$ cat config.mk
export PLATFORM = sky130hd
export DESIGN_NAME = dmem_arbiter_flat
export DESIGN_NICKNAME = d
export VERILOG_FILES = /design/src/rtl/dmem_arbiter_if.sv /design/src/rtl/dmem_arbiter.sv /design/src/flat_wrapper.sv
export SDC_FILE = /design/constraint.sdc
export NUM_CORES = 1
export LEC_CHECK = 0
export BUFFER_PORTS_ARGS = -buffer_cell sky130_fd_sc_hd__buf_4
export CAP_MARGIN = 10
export CELL_PAD_IN_SITES_DETAIL_PLACEMENT = 1
export CELL_PAD_IN_SITES_GLOBAL_PLACEMENT = 2
export CORE_MARGIN = 1
export CORE_UTILIZATION = 17
export DETAILED_ROUTE_END_ITERATION = 7
export MAX_ROUTING_LAYER = met4
export PLACE_DENSITY_LB_ADDON = 0.1
export SLEW_MARGIN = 20
export SYNTH_ARGS = -nofsm -noshare
export SYNTH_HDL_FRONTEND = slang
export SYNTH_SLANG_ARGS = --single-unit
$ cat constraint.sdc
create_clock -name clk -period 2.21 [get_ports clk]
set_input_delay 0 -clock clk [delete_from_list [all_inputs] [get_ports clk]]
set_output_delay 0 -clock clk [all_outputs]
set_load 0.1 [all_outputs]
$ cat src/rtl/dmem_arbiter_if.sv
// rtl/dmem_arbiter_if.sv - requester and dmem bus bundle for the two-port data-memory arbiter
//
// Purpose: carries both requesters' request channels, their grant/read-return
// signals and the shared data-memory port as one bundle.
// Ports (signals):
//   req0/req1, we0/we1, lock0/lock1          requester -> arbiter controls
//   addr0/addr1, wdata0/wdata1 [DATA_W]      requester -> arbiter address/data
//   gnt0/gnt1, rvalid0/rvalid1               arbiter -> requester handshake
//   rdata [DATA_W]                           arbiter -> requesters, shared read data
//   mem_addr, mem_write_data [DATA_W]        arbiter -> dmem
//   mem_write_en                             arbiter -> dmem
//   mem_read_data [DATA_W]                   dmem -> arbiter, combinational read
// Modports: slave = arbiter view; master = requesters plus memory view.

interface dmem_arbiter_if #(
   parameter int DATA_W = 32
);
   logic              req0;
   logic              req1;
   logic              we0;
   logic              we1;
   logic              lock0;
   logic              lock1;
   logic [DATA_W-1:0] addr0;
   logic [DATA_W-1:0] addr1;
   logic [DATA_W-1:0] wdata0;
   logic [DATA_W-1:0] wdata1;
   logic              gnt0;
   logic              gnt1;
   logic              rvalid0;
   logic              rvalid1;
   logic [DATA_W-1:0] rdata;
   logic [DATA_W-1:0] mem_addr;
   logic [DATA_W-1:0] mem_write_data;
   logic              mem_write_en;
   logic [DATA_W-1:0] mem_read_data;

   modport slave (
      input  req0, req1, we0, we1, lock0, lock1,
      input  addr0, addr1, wdata0, wdata1,
      input  mem_read_data,
      output gnt0, gnt1, rvalid0, rvalid1, rdata,
      output mem_addr, mem_write_data, mem_write_en
   );

   modport master (
      output req0, req1, we0, we1, lock0, lock1,
      output addr0, addr1, wdata0, wdata1,
      output mem_read_data,
      input  gnt0, gnt1, rvalid0, rvalid1, rdata,
      input  mem_addr, mem_write_data, mem_write_en
   );
endinterface

$ cat src/rtl/dmem_arbiter.sv
// rtl/dmem_arbiter.sv - round-robin arbiter with bounded lock for the shared data-memory port
//
// Purpose: shares one dmem port between the core data interface (requester 0)
// and a secondary master (requester 1). Grants are combinational; read data is
// registered and returned one cycle after the read transfer.
// Ports:
//   clk    in   system clock, all state on the rising edge
//   reset  in   synchronous, active-high reset
//   bus    slave modport of dmem_arbiter_if (requesters + dmem port)
// Parameters:
//   DATA_W    data/address width, must match the interface instance
//   MAX_HOLD  max consecutive locked grants while the other side waits (>= 1)

module dmem_arbiter #(
   parameter int DATA_W   = 32,
   parameter int MAX_HOLD = 4
) (
   input  logic           clk,
   input  logic           reset,
   dmem_arbiter_if.slave  bus
);
   localparam int                HOLD_W     = $clog2(MAX_HOLD + 1);
   localparam logic [HOLD_W-1:0] HOLD_LIMIT = HOLD_W'(MAX_HOLD);

   typedef enum logic [1:0] {
      OWN_NONE = 2'd0,
      OWN_R0   = 2'd1,
      OWN_R1   = 2'd2
   } owner_t;

   owner_t              owner_q, owner_d;
   logic                last_q, last_d;
   logic [HOLD_W-1:0]   hold_q, hold_d;
   logic                rvalid0_q, rvalid0_d;
   logic                rvalid1_q, rvalid1_d;
   logic [DATA_W-1:0]   rdata_q, rdata_d;

   logic                win_valid;
   logic                win_id;
   logic                xfer;
   logic                sel_we;
   logic                sel_lock;

   // Winner selection. A lock owner keeps the port while it still requests,
   // unless the other side is waiting and the hold budget is spent; in that
   // case the tie falls through to round-robin, which always favours the
   // waiting side because the owner was the last one granted.
   always_comb begin
      win_valid = 1'b0;
      win_id    = 1'b0;
      if (owner_q == OWN_R0 && bus.req0 && (!bus.req1 || hold_q < HOLD_LIMIT)) begin
         win_valid = 1'b1;
         win_id    = 1'b0;
      end else if (owner_q == OWN_R1 && bus.req1 && (!bus.req0 || hold_q < HOLD_LIMIT)) begin
         win_valid = 1'b1;
         win_id    = 1'b1;
      end else if (bus.req0 && !bus.req1) begin
         win_valid = 1'b1;
         win_id    = 1'b0;
      end else if (!bus.req0 && bus.req1) begin
         win_valid = 1'b1;
         win_id    = 1'b1;
      end else if (bus.req0 && bus.req1) begin
         win_valid = 1'b1;
         win_id    = ~last_q;
      end
   end

   // Reset suppresses the transfer itself, so nothing downstream (grant,
   // write strobe, rvalid, state update) can fire in a reset cycle.
   assign xfer     = win_valid & ~reset;
   assign sel_we   = win_id ? bus.we1   : bus.we0;
   assign sel_lock = win_id ? bus.lock1 : bus.lock0;

   assign bus.gnt0 = xfer & ~win_id;
   assign bus.gnt1 = xfer &  win_id;

   // With no winner the mux parks on requester 0, the core, so its address
   // is already on the port when it next asks.
   assign bus.mem_addr       = (win_valid && win_id) ? bus.addr1  : bus.addr0;
   assign bus.mem_write_data = (win_valid && win_id) ? bus.wdata1 : bus.wdata0;
   assign bus.mem_write_en   = xfer & sel_we & ~reset;

   assign bus.rvalid0 = rvalid0_q;
   assign bus.rvalid1 = rvalid1_q;
   assign bus.rdata   = rdata_q;

   // Next-state: ownership, hold budget, round-robin pointer and read return.
   always_comb begin
      owner_d   = OWN_NONE;
      hold_d    = '0;
      last_d    = last_q;
      rvalid0_d = 1'b0;
      rvalid1_d = 1'b0;
      rdata_d   = rdata_q;

      if (xfer) begin
         last_d = win_id;
         if (sel_lock) begin
            owner_d = win_id ? OWN_R1 : OWN_R0;
            // Continuing the same owner extends the run; a new owner, or one
            // coming back after a gap, starts a fresh run of one.
            if (owner_q == owner_d) begin
               hold_d = (hold_q >= HOLD_LIMIT) ? HOLD_LIMIT : hold_q + HOLD_W'(1);
            end else begin
               hold_d = HOLD_W'(1);
            end
         end
         if (!sel_we) begin
            rdata_d = bus.mem_read_data;
            if (win_id) begin
               rvalid1_d = 1'b1;
            end else begin
               rvalid0_d = 1'b1;
            end
         end
      end
   end

   always_ff @(posedge clk) begin
      if (reset) begin
         owner_q   <= OWN_NONE;
         last_q    <= 1'b1;
         hold_q    <= '0;
         rvalid0_q <= 1'b0;
         rvalid1_q <= 1'b0;
         rdata_q   <= '0;
      end else begin
         owner_q   <= owner_d;
         last_q    <= last_d;
         hold_q    <= hold_d;
         rvalid0_q <= rvalid0_d;
         rvalid1_q <= rvalid1_d;
         rdata_q   <= rdata_d;
      end
   end

   // Structural invariants of the grant logic.
   a_gnt_onehot: assert property (@(posedge clk) !(bus.gnt0 && bus.gnt1));
   a_gnt0_req:   assert property (@(posedge clk) bus.gnt0 |-> bus.req0);
   a_gnt1_req:   assert property (@(posedge clk) bus.gnt1 |-> bus.req1);
   a_no_wr_rst:  assert property (@(posedge clk) reset |-> !bus.mem_write_en);
   a_rvalid_one: assert property (@(posedge clk) !(bus.rvalid0 && bus.rvalid1));
endmodule

$ cat src/flat_wrapper.sv
// flat-port wrapper written by rule: the top's interface ports become plain ports
module dmem_arbiter_flat 
#(
   parameter int DATA_W   = 32,
   parameter int MAX_HOLD = 4
)
  (clk, reset, bus_req0, bus_req1, bus_we0, bus_we1, bus_lock0, bus_lock1, bus_addr0, bus_addr1, bus_wdata0, bus_wdata1, bus_mem_read_data, bus_gnt0, bus_gnt1, bus_rvalid0, bus_rvalid1, bus_rdata, bus_mem_addr, bus_mem_write_data, bus_mem_write_en);
  dmem_arbiter_if #(.DATA_W(DATA_W)) bus_i ();
  input  logic clk;
  input  logic reset;
  input wire logic [$bits(bus_i.req0)-1:0] bus_req0;
  input wire logic [$bits(bus_i.req1)-1:0] bus_req1;
  input wire logic [$bits(bus_i.we0)-1:0] bus_we0;
  input wire logic [$bits(bus_i.we1)-1:0] bus_we1;
  input wire logic [$bits(bus_i.lock0)-1:0] bus_lock0;
  input wire logic [$bits(bus_i.lock1)-1:0] bus_lock1;
  input wire logic [$bits(bus_i.addr0)-1:0] bus_addr0;
  input wire logic [$bits(bus_i.addr1)-1:0] bus_addr1;
  input wire logic [$bits(bus_i.wdata0)-1:0] bus_wdata0;
  input wire logic [$bits(bus_i.wdata1)-1:0] bus_wdata1;
  input wire logic [$bits(bus_i.mem_read_data)-1:0] bus_mem_read_data;
  output wire logic [$bits(bus_i.gnt0)-1:0] bus_gnt0;
  output wire logic [$bits(bus_i.gnt1)-1:0] bus_gnt1;
  output wire logic [$bits(bus_i.rvalid0)-1:0] bus_rvalid0;
  output wire logic [$bits(bus_i.rvalid1)-1:0] bus_rvalid1;
  output wire logic [$bits(bus_i.rdata)-1:0] bus_rdata;
  output wire logic [$bits(bus_i.mem_addr)-1:0] bus_mem_addr;
  output wire logic [$bits(bus_i.mem_write_data)-1:0] bus_mem_write_data;
  output wire logic [$bits(bus_i.mem_write_en)-1:0] bus_mem_write_en;
  assign bus_i.req0 = bus_req0;
  assign bus_i.req1 = bus_req1;
  assign bus_i.we0 = bus_we0;
  assign bus_i.we1 = bus_we1;
  assign bus_i.lock0 = bus_lock0;
  assign bus_i.lock1 = bus_lock1;
  assign bus_i.addr0 = bus_addr0;
  assign bus_i.addr1 = bus_addr1;
  assign bus_i.wdata0 = bus_wdata0;
  assign bus_i.wdata1 = bus_wdata1;
  assign bus_i.mem_read_data = bus_mem_read_data;
  assign bus_gnt0 = bus_i.gnt0;
  assign bus_gnt1 = bus_i.gnt1;
  assign bus_rvalid0 = bus_i.rvalid0;
  assign bus_rvalid1 = bus_i.rvalid1;
  assign bus_rdata = bus_i.rdata;
  assign bus_mem_addr = bus_i.mem_addr;
  assign bus_mem_write_data = bus_i.mem_write_data;
  assign bus_mem_write_en = bus_i.mem_write_en;
  dmem_arbiter #(.DATA_W(DATA_W), .MAX_HOLD(MAX_HOLD)) u_core (.clk(clk), .reset(reset), .bus(bus_i));
endmodule
---- Word level (Yosys, flattened, before mapping) ----
Cells that the tools add are included.
cells by class
  add/subtract/negate cells ............... 1
  order comparisons ....................... 2
  equality and inequality tests ........... 3
  multiplexer cells ....................... 19
  bitwise gates (word level) .............. 12
  reductions and logical operators ........ 17
operators with widths
  operator                                                  count
  two-way mux 32 bit                                        2
  two-way mux 1 bit                                         15
  logical AND 1 bit                                         8
  NOT 1 bit                                                 7
  OR reduction 3 bit                                        2
  bitwise AND 1 bit                                         5
  OR reduction 5 bit                                        1
  OR reduction 4 bit                                        1
  adder 3 x 1 -> 3 bit, second input constant               1
  greater-or-equal comparator 3 bit, second input constant  1
  less-than comparator 3 bit, second input constant         1
  two-way mux 3 bit                                         1
  == test 2 x 1 -> 1 bit, second input constant             1
  == test 2 bit                                             1
  == test 2 bit, second input constant                      1
  logical NOT 1 bit                                         2
  logical OR 1 bit                                          2
  two-way mux 2 bit                                         1
  AND reduction 2 bit                                       1
word-level totals
  register bits after elaboration ......... 40
  input port bits ......................... 168
  output and inout port bits .............. 101
  logic and storage cells ................. 62

---- Logic depth before layout (Yosys ltp) ----
Gate-level depths: netlist (run 1).
  depth after elaboration ................. 10
  depth in mapped cells ................... 6
  gate-level depth less buffers ........... 4

---- Least setup slack after synthesis (run 1) ----
OpenSTA, ideal clock, no wires.
  kind .................................... register -> output
  from .................................... register u_core.hold_q[2]
  to ...................................... output bus_mem_write_en
  arrival time ............................ 2475 ps
  path slack .............................. -265 ps
  cell stages (with the launch flop) ...... 6
  buffers on the path ..................... 1
  cell sequence ........................... dfxtp_1 o21ba_2 o221ai_4 buf_2 mux2i_1 nor2_1
on the way
  word-level cells in the longest chain between the ends .. 8
RTL lines
  item                                                           line                                    RTL
  start: declaration                                             dmem_arbiter.sv:33                      logic [HOLD_W-1:0] hold_q, hold_d;
  start signal: assignment                                       dmem_arbiter.sv:131                     hold_q <= hold_d;
  less-than comparator 3 bit *                                   dmem_arbiter.sv:51, dmem_arbiter.sv:54
  logical OR 1 bit                                               dmem_arbiter.sv:54                      end else if (owner_q == OWN_R1 && bus.req1 && (!bus.req0 || hold_q < HOLD_LIMIT)) begin
  logical AND 1 bit                                              dmem_arbiter.sv:54
  two-way mux 1 bit                                              dmem_arbiter.sv:54
  two-way mux 1 bit                                              dmem_arbiter.sv:51                      if (owner_q == OWN_R0 && bus.req0 && (!bus.req1 || hold_q < HOLD_LIMIT)) begin
  bitwise AND 1 bit / two-way mux 1 bit (equally long branches)  dmem_arbiter.sv:71, dmem_arbiter.sv:72
  bitwise AND 1 bit * (2 in a row)                               dmem_arbiter.sv:82                      assign bus.mem_write_en = xfer & sel_we & ~reset;
  end: declaration                                               flat_wrapper.sv:29                      output wire logic [$bits(bus_i.mem_write_en)-1:0] bus_mem_write_en;
Mark *: on every way between the ends. The rest lies on a longest branch, timed or not.

---- Worst setup path in the final report (run 1) ----
  from .................................... register u_core.hold_q[2]
  to ...................................... output bus_mem_write_data[9]
on the way
  word-level cells in the longest chain between the ends .. 7
RTL lines
  item                          line                                    RTL
  less-than comparator 3 bit *  dmem_arbiter.sv:51, dmem_arbiter.sv:54
  logical OR 1 bit              dmem_arbiter.sv:54
  logical AND 1 bit             dmem_arbiter.sv:54
  two-way mux 1 bit             dmem_arbiter.sv:54
  two-way mux 1 bit             dmem_arbiter.sv:51
  logical AND 1 bit *           dmem_arbiter.sv:81                      assign bus.mem_write_data = (win_valid && win_id) ? bus.wdata1 : bus.wdata0;
  two-way mux 32 bit *          dmem_arbiter.sv:81
  end: declaration              flat_wrapper.sv:28                      output wire logic [$bits(bus_i.mem_write_data)-1:0] bus_mem_write_data;
Marks and branches as above.

==> impl_results.md, run 1 <==
- Reg-to-reg setup timing slack: 0.21 ns
- Outcome: complete, no violations
- Initial Utilization: 17.50%
- Post-synth ARST share: 0%
- Cell Chain, Critical Path: o21ba_2 > o221ai_4 > buf_12 > mux2_2 > buf_4
- Die width: 122.0 um
- Clk Latency, worst-skew pair: 0.28 ns
- Post-synth EDFFs: 0
- CTS root buf: clkbuf_16
- Largest stage delay, worst path: 0.38 ns
- Worst-Margin Slew: 0.4182 ns
- Register area share after synthesis: 32.72%
- Critical Setup Path Class: flip-flop to output pin
- Most common cell in the netlist: mux2_2
- Crit. Startpoint: u_core.hold_q[2]$_SDFF_PP0_
- WP depth: 5
- Drt total wl: 10830 um
- Storage cell area: 800.8 um^2
- Kind of capture point of the worst setup path: output pin
- Hold Path Class: input pin to flip-flop
- Peak VDD IR: 271.3 uV
- Max H-tree Level: 2
- Post-DP HPWL: 8837 um
- Initial DRT Pass Iterations: 2
- Worst path bufs/invs: 2
- GRT Util Overall: 14.25%
- Port Buffers: 268
- # clock sinks: 40
- CTS clk-pin slew, worst paths: 0.06 ns
- Die Area: 14880 um^2
- Share of the synthesized area in the top cell type: 32.72%
- Number of global-route vias before repair: 3085
- Final #Nets: 695
- Die Span Y: 122.0 um
- CP endpoint: bus_mem_write_data[9]
- I/O Pins: 269
- CTS tree: built
- Syn Area/Cell: 10.97 um^2
- Max Slew Vio Count: 0
- Cells after Synth: 223
- DR vias/cell: 4.017
- Max_cap viols: 0
- TNS Setup: 0 ns
- P&R area growth vs syn: 112.1%
- Ant. Diodes: 0
- Slew margin rel.: 72.12%
- CP max-delay cell: mux2_2
- Warnings, synthesis: 0
- DR iter-0 viols: 63
- DRC viols: 0
- Fin crit period: 2.102 ns
- FF-to-FF path depth: 6
- TritonCTS Buffers: 5
- Site Rows: 43
- Vias after detailed routing: 2836
- Detail Route Antenna Nets: 0
- Final period utilization: 95.11%
- Gr ovfl total: 0
- Crit-path max FO: 42
- Top cells by area, synth: dfxtp_1, mux2_2, mux2_1
- Multi-input logic area: 1564 um^2
- RSZ-0062 raised after global routing: false
- Core ar.: 13990 um^2
- Synthesized flop and latch total: 40
- Final Hold Viols: 0
- Syn nets: 393
- CP startpoint kind: flip-flop
- Layout cell share with drive strength beyond 1: 67.68%
- Initial antenna violation count: 0
- Clock buffer depth: 2
- Library cells used by synthesis: 27
- Worst Clk Skew: 0.008673 ns
- DP Cell Count: 661
- LEAKAGE: 2.510 nW
- Post-synthesis cell area: 2447 um^2
- Reg2reg end: u_core.bus.rdata[0]$_SDFFE_PP0P_
- PwrDens: 703.8 nW/um^2
- Final setup vio count: 0
- Worst Path Arrival: 2.10 ns
- Post-Layout Cell Count: 706
- DR WL/cell: 15.33 um
- Filler cells: 1609
- Reg2reg start: u_core.owner_q[1]$_SDFF_PP0_
- Post-synth top cells: mux2_2, dfxtp_1, nor2b_1
- CP top delay family: compound AO/OA/AOI/OAI gates
- Largest net degree at the start of global routing: 43
- Fmax: 475.8 MHz
- Placer congestion estimate: 0.7415
- Post-synth top area cell: dfxtp_1
- First-pass GRT wire length: 15640 um
- WP data required: 2.21 ns
- Dominant synthesized flop cell: dfxtp_1
-- cell type report --
cell class	instances	share of cell area, %
Multi-Input combinational cell	165	30.13
Clock inverter	1	0.1446
Clock buffer	7	2.748
Sequential cell	40	15.43
Tap cell	180	4.338
Timing Repair Buffer	309	46.93
Inverter	4	0.2892
-- state kept, by name (all words and copies together), names as in the netlist --
signal	count
u_core.bus.rdata	32
u_core.bus.rvalid0	1
u_core.bus.rvalid1	1
u_core.hold_q	3
u_core.last_q	1
u_core.owner_q	2
-- routing by layer --
| metal | share of wire (%) | track usage [%] |
|---|---|---|
| met1 | 34 | 13.44 |
| met2 | 57 | 27.90 |
| met3 | 7.7 | 3.699 |
| met4 | 1.2 | 4.012 |
| met5 | 0 | - |
-- stage by stage --
| stage | hold slack [ns] | setup slack [ns] | area [um^2] | power (mW) | util (%) |
|---|---|---|---|---|---|
| global placement | 0.2097 | 0.2498 | 4672 | 2.873 | 33.40 |
| global route | 0.07660 | 0.01270 | 5191 | 3.799 | 37.11 |
| floorplan | 0.07679 | 0.1790 | 2452 | 2.348 | - |
| detailed placement | 0.2151 | 0.1944 | 4672 | 2.886 | 33.40 |
| finish | 0.05644 | 0.1082 | 5191 | 3.653 | 37.11 |
| CTS | 0.04961 | 0.08795 | 5191 | 3.710 | 37.11 |
-- worst min-delay path by stage --
stage / from / to / slack (ns) / cells past startpoint
after floorplan: bus_we1 / u_core.bus.rvalid1$_SDFF_PP0_ / 0.08 / 1
after global placement: bus_mem_read_data[15] / u_core.bus.rdata[15]$_SDFFE_PP0P_ / 0.21 / 2
after detailed placement: bus_mem_read_data[22] / u_core.bus.rdata[22]$_SDFFE_PP0P_ / 0.22 / 2
after CTS: bus_we0 / u_core.bus.rvalid0$_SDFF_PP0_ / 0.05 / 4
after global routing: bus_we0 / u_core.bus.rvalid0$_SDFF_PP0_ / 0.08 / 4
final: bus_we0 / u_core.bus.rvalid0$_SDFF_PP0_ / 0.06 / 4
-- report_power, final --
| group | internal (mW) | switching [mW] | leakage (nW) | total (mW) |
|---|---|---|---|---|
| Sequential | 0.780 | 0.0280 | 0.329 | 0.808 |
| Combinational | 0.627 | 1.48 | 2.11 | 2.11 |
| Clock | 0.450 | 0.288 | 0.0701 | 0.737 |
-- repair_timing --
item | 4_1_cts | 5_1_grt
endpoints found under the hold margin | 35 | 0
hold buffers | 35 | 0
gates resized for setup | 1 | 0
setup buffers | 2 | 0
endpoints found under the setup margin | 62 | 0
-- cell families (layout without fill, tap and decap cells) --
logic type / after synthesis / in the layout / synth area share (%)
DFF: 40 / 40 / 32.72
and+or+nand+nor: 57 / 57 / 13.14
buffers and inverters: 18 / 321 / 3.578
AOI/OAI and AO/OA: 8 / 8 / 4.500
adders and majority gates: 2 / 2 / 1.022
muxes: 98 / 98 / 45.04
-- cells in the final DEF, fill, tap and decap left out, types with 2 or more instances in the layout --
| cell type | count |
|---|---|
| dfxtp_1 | 40 |
| mux2_2 | 67 |
| clkbuf_16 | 5 |
| buf_4 | 271 |
| nand2_1 | 6 |
| mux2_1 | 30 |
| inv_1 | 4 |
| nor2_1 | 6 |
| buf_12 | 2 |
| dlygate4sd3_1 | 35 |
| ha_1 | 2 |
| nor2_2 | 2 |
| o21ba_2 | 2 |
| nor3_1 | 2 |
| nor2b_1 | 34 |
-- worst reg2reg max path: stages, from the launching register on --
cell      delay (ns)
dfxtp_1         0.36
nor2b_1         0.28
o221ai_4        0.19
buf_4           0.19
o32ai_4         0.24
buf_12          0.26
mux2_1          0.37
(Power assumes the default switching activity.)
==> run 2: changes to the inputs <==
--- a/config.mk
+++ b/config.mk
@@ -9,6 +9,7 @@
 export CAP_MARGIN = 10
 export CELL_PAD_IN_SITES_DETAIL_PLACEMENT = 1
 export CELL_PAD_IN_SITES_GLOBAL_PLACEMENT = 2
+export CORE_ASPECT_RATIO = 0.9
 export CORE_MARGIN = 1
 export CORE_UTILIZATION = 17
 export DETAILED_ROUTE_END_ITERATION = 7
==> impl_results.md, run 2 (synthesis results as in run 1) <==
- # clock sinks: 40 (unchanged)
- Clk Latency, worst-skew pair: 0.28 ns (about the same)
- Final #Nets: 698 (was 695)
- Layout cell share with drive strength beyond 1: 67.67% (was 67.68%)
- Drt total wl: 10790 um (was 10830 um)
- Max Slew Vio Count: 0 (unchanged)
- Worst Clk Skew: 0.008327 ns (was 0.008673 ns)
- Kind of capture point of the worst setup path: output pin (unchanged)
- Worst Path Arrival: 2.09 ns (was 2.10 ns)
- TNS Setup: 0 ns (unchanged)
- Max_cap viols: 0 (unchanged)
- FF-to-FF path depth: 6 (unchanged)
- CTS tree: built (unchanged)
- Final setup vio count: 0 (unchanged)
- RSZ-0062 raised after global routing: false (unchanged)
- DR WL/cell: 14.95 um (was 15.33 um)
- Gr ovfl total: 0 (unchanged)
- DRC viols: 0 (unchanged)
- Worst-Margin Slew: 0.3309 ns (was 0.4182 ns)
- DR iter-0 viols: 42 (was 63)
- Ant. Diodes: 0 (unchanged)
- LEAKAGE: 2.550 nW (was 2.510 nW)
- Clock buffer depth: 2 (unchanged)
- Port Buffers: 268 (unchanged)
- Crit-path max FO: 9 (was 42)
- Fin crit period: 2.094 ns (was 2.102 ns)
- Final Hold Viols: 0 (unchanged)
- GRT Util Overall: 14.01% (was 14.25%)
- Hold Path Class: input pin to flip-flop (unchanged)
- Final period utilization: 94.76% (was 95.11%)
- Critical Setup Path Class: flip-flop to output pin (unchanged)
- P&R area growth vs syn: 115.0% (was 112.1%)
- Most common cell after layout, fill and taps aside: buf_4 (unchanged)
- Vias after detailed routing: 2858 (was 2836)
- CP startpoint kind: flip-flop (unchanged)
- First-pass GRT wire length: 15330 um (was 15640 um)
- Die Area: 14880 um^2 (about the same)
- DR vias/cell: 3.958 (was 4.017)
- Initial antenna violation count: 0 (unchanged)
- Detail Route Antenna Nets: 0 (unchanged)
- Peak VDD IR: 360.5 uV (was 271.3 uV)
- Outcome: complete, no violations (unchanged)
- Placer congestion estimate: 0.7723 (was 0.7415)
- Largest net degree at the start of global routing: 31 (was 43)
- WP data required: 2.21 ns (about the same)
- Max FFs per register: 32 (unchanged)
- Post-Layout Cell Count: 722 (was 706)
- Power Total: 3.650 mW (was 3.653 mW)
- CTS root buf: clkbuf_16 (unchanged)
- CTS clk-pin slew, worst paths: 0.05 ns (was 0.06 ns)
- Core ar.: 14060 um^2 (was 13990 um^2)
- Die Span Y: 115.8 um (was 122.0 um)
- Fmax: 477.5 MHz (was 475.8 MHz)
- Cells on Worst Hold Path: 3 (was 4)
- I/O Pins: 269 (unchanged)
- DP Cell Count: 676 (was 661)
- Slew margin rel.: 77.94% (was 72.12%)
- Initial Utilization: 17.41% (was 17.50%)
- Number of global-route vias before repair: 3016 (was 3085)
- Max H-tree Level: 2 (unchanged)
- TritonCTS Buffers: 5 (unchanged)
- Post-DP HPWL: 8943 um (was 8837 um)
- PwrDens: 693.6 nW/um^2 (was 703.8 nW/um^2)
- Most frequent cells in the layout: buf_4, mux2_2, dfxtp_1, dlygate4sd3_1, nor2b_1 (unchanged)
- Die width: 128.5 um (was 122.0 um)
- Initial DRT Pass Iterations: 3 (was 2)
- Site Rows: 41 (was 43)
[run 2: critical path: stages, from the launching register on]
cell and delay (ns):
dfxtp_1 0.42, o21ba_2 0.21, o221ai_4 0.24, buf_12 0.16, buf_4 0.19, mux2_2 0.36, buf_4 0.24
[run 2: stage by stage]
stage	hold slack, ns	utilization [%]	area, um^2	setup WS, ns
6_report	0.01146	37.44	5263	0.1159
5_1_grt	0.02520	37.44	5263	0.03462
4_1_cts	0.008653	37.33	5248	0.04170
3_5_place_dp	0.2130	33.55	4716	0.2685
3_3_place_gp	0.2094	33.55	4716	0.3163
2_1_floorplan	0.07679	-	2452	0.1790
[run 2: repair_timing]
| action | in CTS | in global routing |
|---|---|---|
| hold endpoints to repair | 34 | 0 |
| setup endpoints to repair | 29 | 21 |
| gates cloned | 1 | 0 |
| buffers inserted | 1 | 1 |
| resized for setup | 0 | 1 |
| hold buffers | 35 | 0 |
| pin swaps | 1 | 0 |
[run 2: routing by layer]
metal	vias to the layer above	track usage (%)	wire [um]
li1	1399	-	-
met1	1320	14.25	3904
met2	132	27.03	6052
met3	7	3.278	730
met4	0	3.216	106
met5	-	-	0
[run 2: power by group]
part | switching, mW | internal (mW) | total [mW]
Combinational | 1.49 | 0.646 | 2.13
Clock | 0.288 | 0.421 | 0.709
Sequential | 0.0286 | 0.780 | 0.808
Total | 1.80 | 1.85 | 3.65
[run 2: cell type report]
cell class / count / area [um^2]
tap: 193 / 241.5
multi-input combinational: 165 / 1564
clock inverter: 1 / 8.758
clock buffer: 7 / 132.6
fill: 1643 / 8793
inverter: 4 / 15.01
sequential: 40 / 800.8
timing repair buffer: 312 / 2500
[run 2: worst paths after layout]
check / from / to / slack (ns)
setup / recovery: u_core.last_q$_SDFFE_PP1N_ / bus_mem_addr[2] / 0.12
hold / removal: bus_lock0 / u_core.owner_q[0]$_SDFF_PP0_ / 0.01
setup reg to reg: u_core.owner_q[1]$_SDFF_PP0_ / u_core.bus.rdata[28]$_SDFFE_PP0P_ / 0.22
hold reg to reg: u_core.last_q$_SDFFE_PP1N_ / u_core.last_q$_SDFFE_PP1N_ / 0.55
==> run 3: changes to the inputs <==
--- a/config.mk
+++ b/config.mk
@@ -10,11 +10,12 @@
 export CELL_PAD_IN_SITES_DETAIL_PLACEMENT = 1
 export CELL_PAD_IN_SITES_GLOBAL_PLACEMENT = 2
 export CORE_ASPECT_RATIO = 0.9
-export CORE_MARGIN = 1
+export CORE_MARGIN = 5
 export CORE_UTILIZATION = 17
 export DETAILED_ROUTE_END_ITERATION = 7
 export MAX_ROUTING_LAYER = met4
 export PLACE_DENSITY_LB_ADDON = 0.1
+export RECOVER_POWER = 100
 export SLEW_MARGIN = 20
 export SYNTH_ARGS = -nofsm -noshare
 export SYNTH_HDL_FRONTEND = slang
==> impl_results.md, run 3 (synthesis results as in run 1) <==
- I/O Pins: 269 (unchanged)
- Ant. Diodes: 0 (unchanged)
- Initial DRT Pass Iterations: 3 (unchanged)
- CTS clk-pin slew, worst paths: 0.05 ns (about the same)
- Worst Clk Skew: 0.007224 ns (was 0.008327 ns)
- Slew margin rel.: 16.61% (was 77.94%)
- Detail Route Antenna Nets: 0 (unchanged)
- Port Buffers: 268 (unchanged)
- First-pass GRT wire length: 16590 um (was 15330 um)
- DRC viols: 0 (unchanged)
- Most frequent cells in the layout: buf_4, mux2_2, dfxtp_1, clkbuf_1, nor2b_1 (was buf_4, mux2_2, dfxtp_1, dlygate4sd3_1, nor2b_1)
- Gr ovfl total: 0 (unchanged)
- Max_cap viols: 0 (unchanged)
- CTS root buf: clkbuf_16 (unchanged)
- Final #Nets: 694 (was 698)
- P&R area growth vs syn: 107.4% (was 115.0%)
- Initial Utilization: 17.41% (unchanged)
- Final setup vio count: 0 (unchanged)
- LEAKAGE: 2.366 nW (was 2.550 nW)
- Max Slew Vio Count: 0 (unchanged)
- Die Area: 16900 um^2 (was 14880 um^2)
- CP startpoint kind: flip-flop (unchanged)
- WP data required: 2.21 ns (about the same)
- Max FFs per register: 32 (unchanged)
- PwrDens: 709.0 nW/um^2 (was 693.6 nW/um^2)
- Largest net degree at the start of global routing: 39 (was 31)
- CTS tree: built (unchanged)
- Site Rows: 41 (unchanged)
- Power Total: 3.598 mW (was 3.650 mW)
- Number of global-route vias before repair: 3196 (was 3016)
- RSZ-0062 raised after global routing: false (unchanged)
- Multi-input logic area: 1564 um^2 (unchanged)
- DR vias/cell: 3.961 (was 3.958)
- Drt total wl: 12000 um (was 10790 um)
- Initial antenna violation count: 0 (unchanged)
- Peak VDD IR: 252.4 uV (was 360.5 uV)
- Outcome: complete, no violations (unchanged)
- Fin crit period: 2.096 ns (was 2.094 ns)
- Filler cells: 1660 (was 1643)
- Worst Path Arrival: 2.10 ns (was 2.09 ns)
- Final period utilization: 94.84% (was 94.76%)
- DR iter-0 viols: 54 (was 42)
- Most common cell after layout, fill and taps aside: buf_4 (unchanged)
- Core ar.: 14060 um^2 (unchanged)
- Critical Setup Path Class: flip-flop to output pin (unchanged)
- Fmax: 477.1 MHz (was 477.5 MHz)
- Storage cell area: 800.8 um^2 (unchanged)
- # clock sinks: 40 (unchanged)
- Die Span Y: 123.8 um (was 115.8 um)
- Hold Path Class: input pin to flip-flop (unchanged)
- Vias after detailed routing: 2844 (was 2858)
- Clk Latency, worst-skew pair: 0.27 ns (was 0.28 ns)
- Worst-Margin Slew: 1.256 ns (was 0.3309 ns)
- Post-DP HPWL: 10200 um (was 8943 um)
- Max H-tree Level: 2 (unchanged)
- Crit-path max FO: 23 (was 9)
- Placer congestion estimate: 0.7130 (was 0.7723)
- Kind of capture point of the worst setup path: output pin (unchanged)
- Die width: 136.5 um (was 128.5 um)
- Clock buffer depth: 2 (unchanged)
- TritonCTS Buffers: 5 (unchanged)
- TNS Setup: 0 ns (unchanged)
- GRT Util Overall: 13.14% (was 14.01%)
- DR WL/cell: 16.71 um (was 14.95 um)
- Final Hold Viols: 0 (unchanged)
- Layout cell share with drive strength beyond 1: 61.33% (was 67.67%)
run 3: cell count changes in the layout (fill, tap and decap cells not counted), sizes merged:
cell	delta
buf	-62
clkbuf	+61
dlygate4sd3	-2
bufbuf	-1
clkinv	-1
clkinvlp	+1
run 3: per-stage QoR:
stage / util, % / hold WS [ns] / instances / instance area [um^2] / setup WS [ns]
after global routing: 36.10 / 0.02091 / 718 / 5075 / 0.01545
after CTS: 37.02 / 0.004194 / 718 / 5204 / 0.08670
after detailed placement: 33.55 / 0.2047 / 676 / 4716 / 0.2411
after global placement: 33.55 / 0.2106 / 676 / 4716 / 0.3024
final: 36.10 / 0.01145 / 718 / 5075 / 0.1141
after floorplan: - / 0.07679 / 223 / 2452 / 0.1790
run 3: layer usage:
| metal | vias up | GRT usage (%) | part of all wire [%] |
|---|---|---|---|
| li1 | 1382 | - | - |
| met1 | 1306 | 14.14 | 36 |
| met2 | 146 | 23.43 | 53 |
| met3 | 10 | 4.160 | 9.1 |
| met4 | 0 | 3.526 | 1.8 |
| met5 | - | - | 0 |
run 3: worst max-delay path, cell delays in order (launching register included):
cell and delay (ns):
dfxtp_1 0.37, o21ba_2 0.26, o221ai_4 0.33, buf_12 0.23, mux2_2 0.35, clkbuf_4 0.28
run 3: final cells by class:
| class | instances | area share, % |
|---|---|---|
| clock buffers | 7 | 2.811 |
| clock inverters | 1 | 0.1479 |
| inverters | 4 | 0.2959 |
| multi-input cells | 165 | 30.82 |
| flip-flops and latches | 40 | 15.78 |
| well taps | 193 | 4.758 |
| repair buffers | 308 | 45.39 |
run 3: path summary, 6_finish.rpt:
path	startpoint	end	slack, ns	cells after the start
worst max register to register	u_core.owner_q[1]$_SDFF_PP0_	u_core.bus.rdata[31]$_SDFFE_PP0P_	0.17	6
worst max-delay path	u_core.hold_q[2]$_SDFF_PP0_	bus_mem_addr[17]	0.11	5
worst min register to register	u_core.last_q$_SDFFE_PP1N_	u_core.last_q$_SDFFE_PP1N_	0.54	2
worst min-delay path	bus_lock1	u_core.owner_q[1]$_SDFF_PP0_	0.01	3
run 3: power breakdown:
part           switching (mW)  internal (mW)
clock                   0.272          0.449
combinational            1.49          0.577
sequential             0.0275          0.780
run 3: repair_timing:
action,CTS,global route
cloned,0,0
hold endpoints to repair,33,0
gates resized for setup,0,1
buffers inserted,1,0
hold buffers,33,0
setup endpoints to repair,17,4
pin swaps,1,0
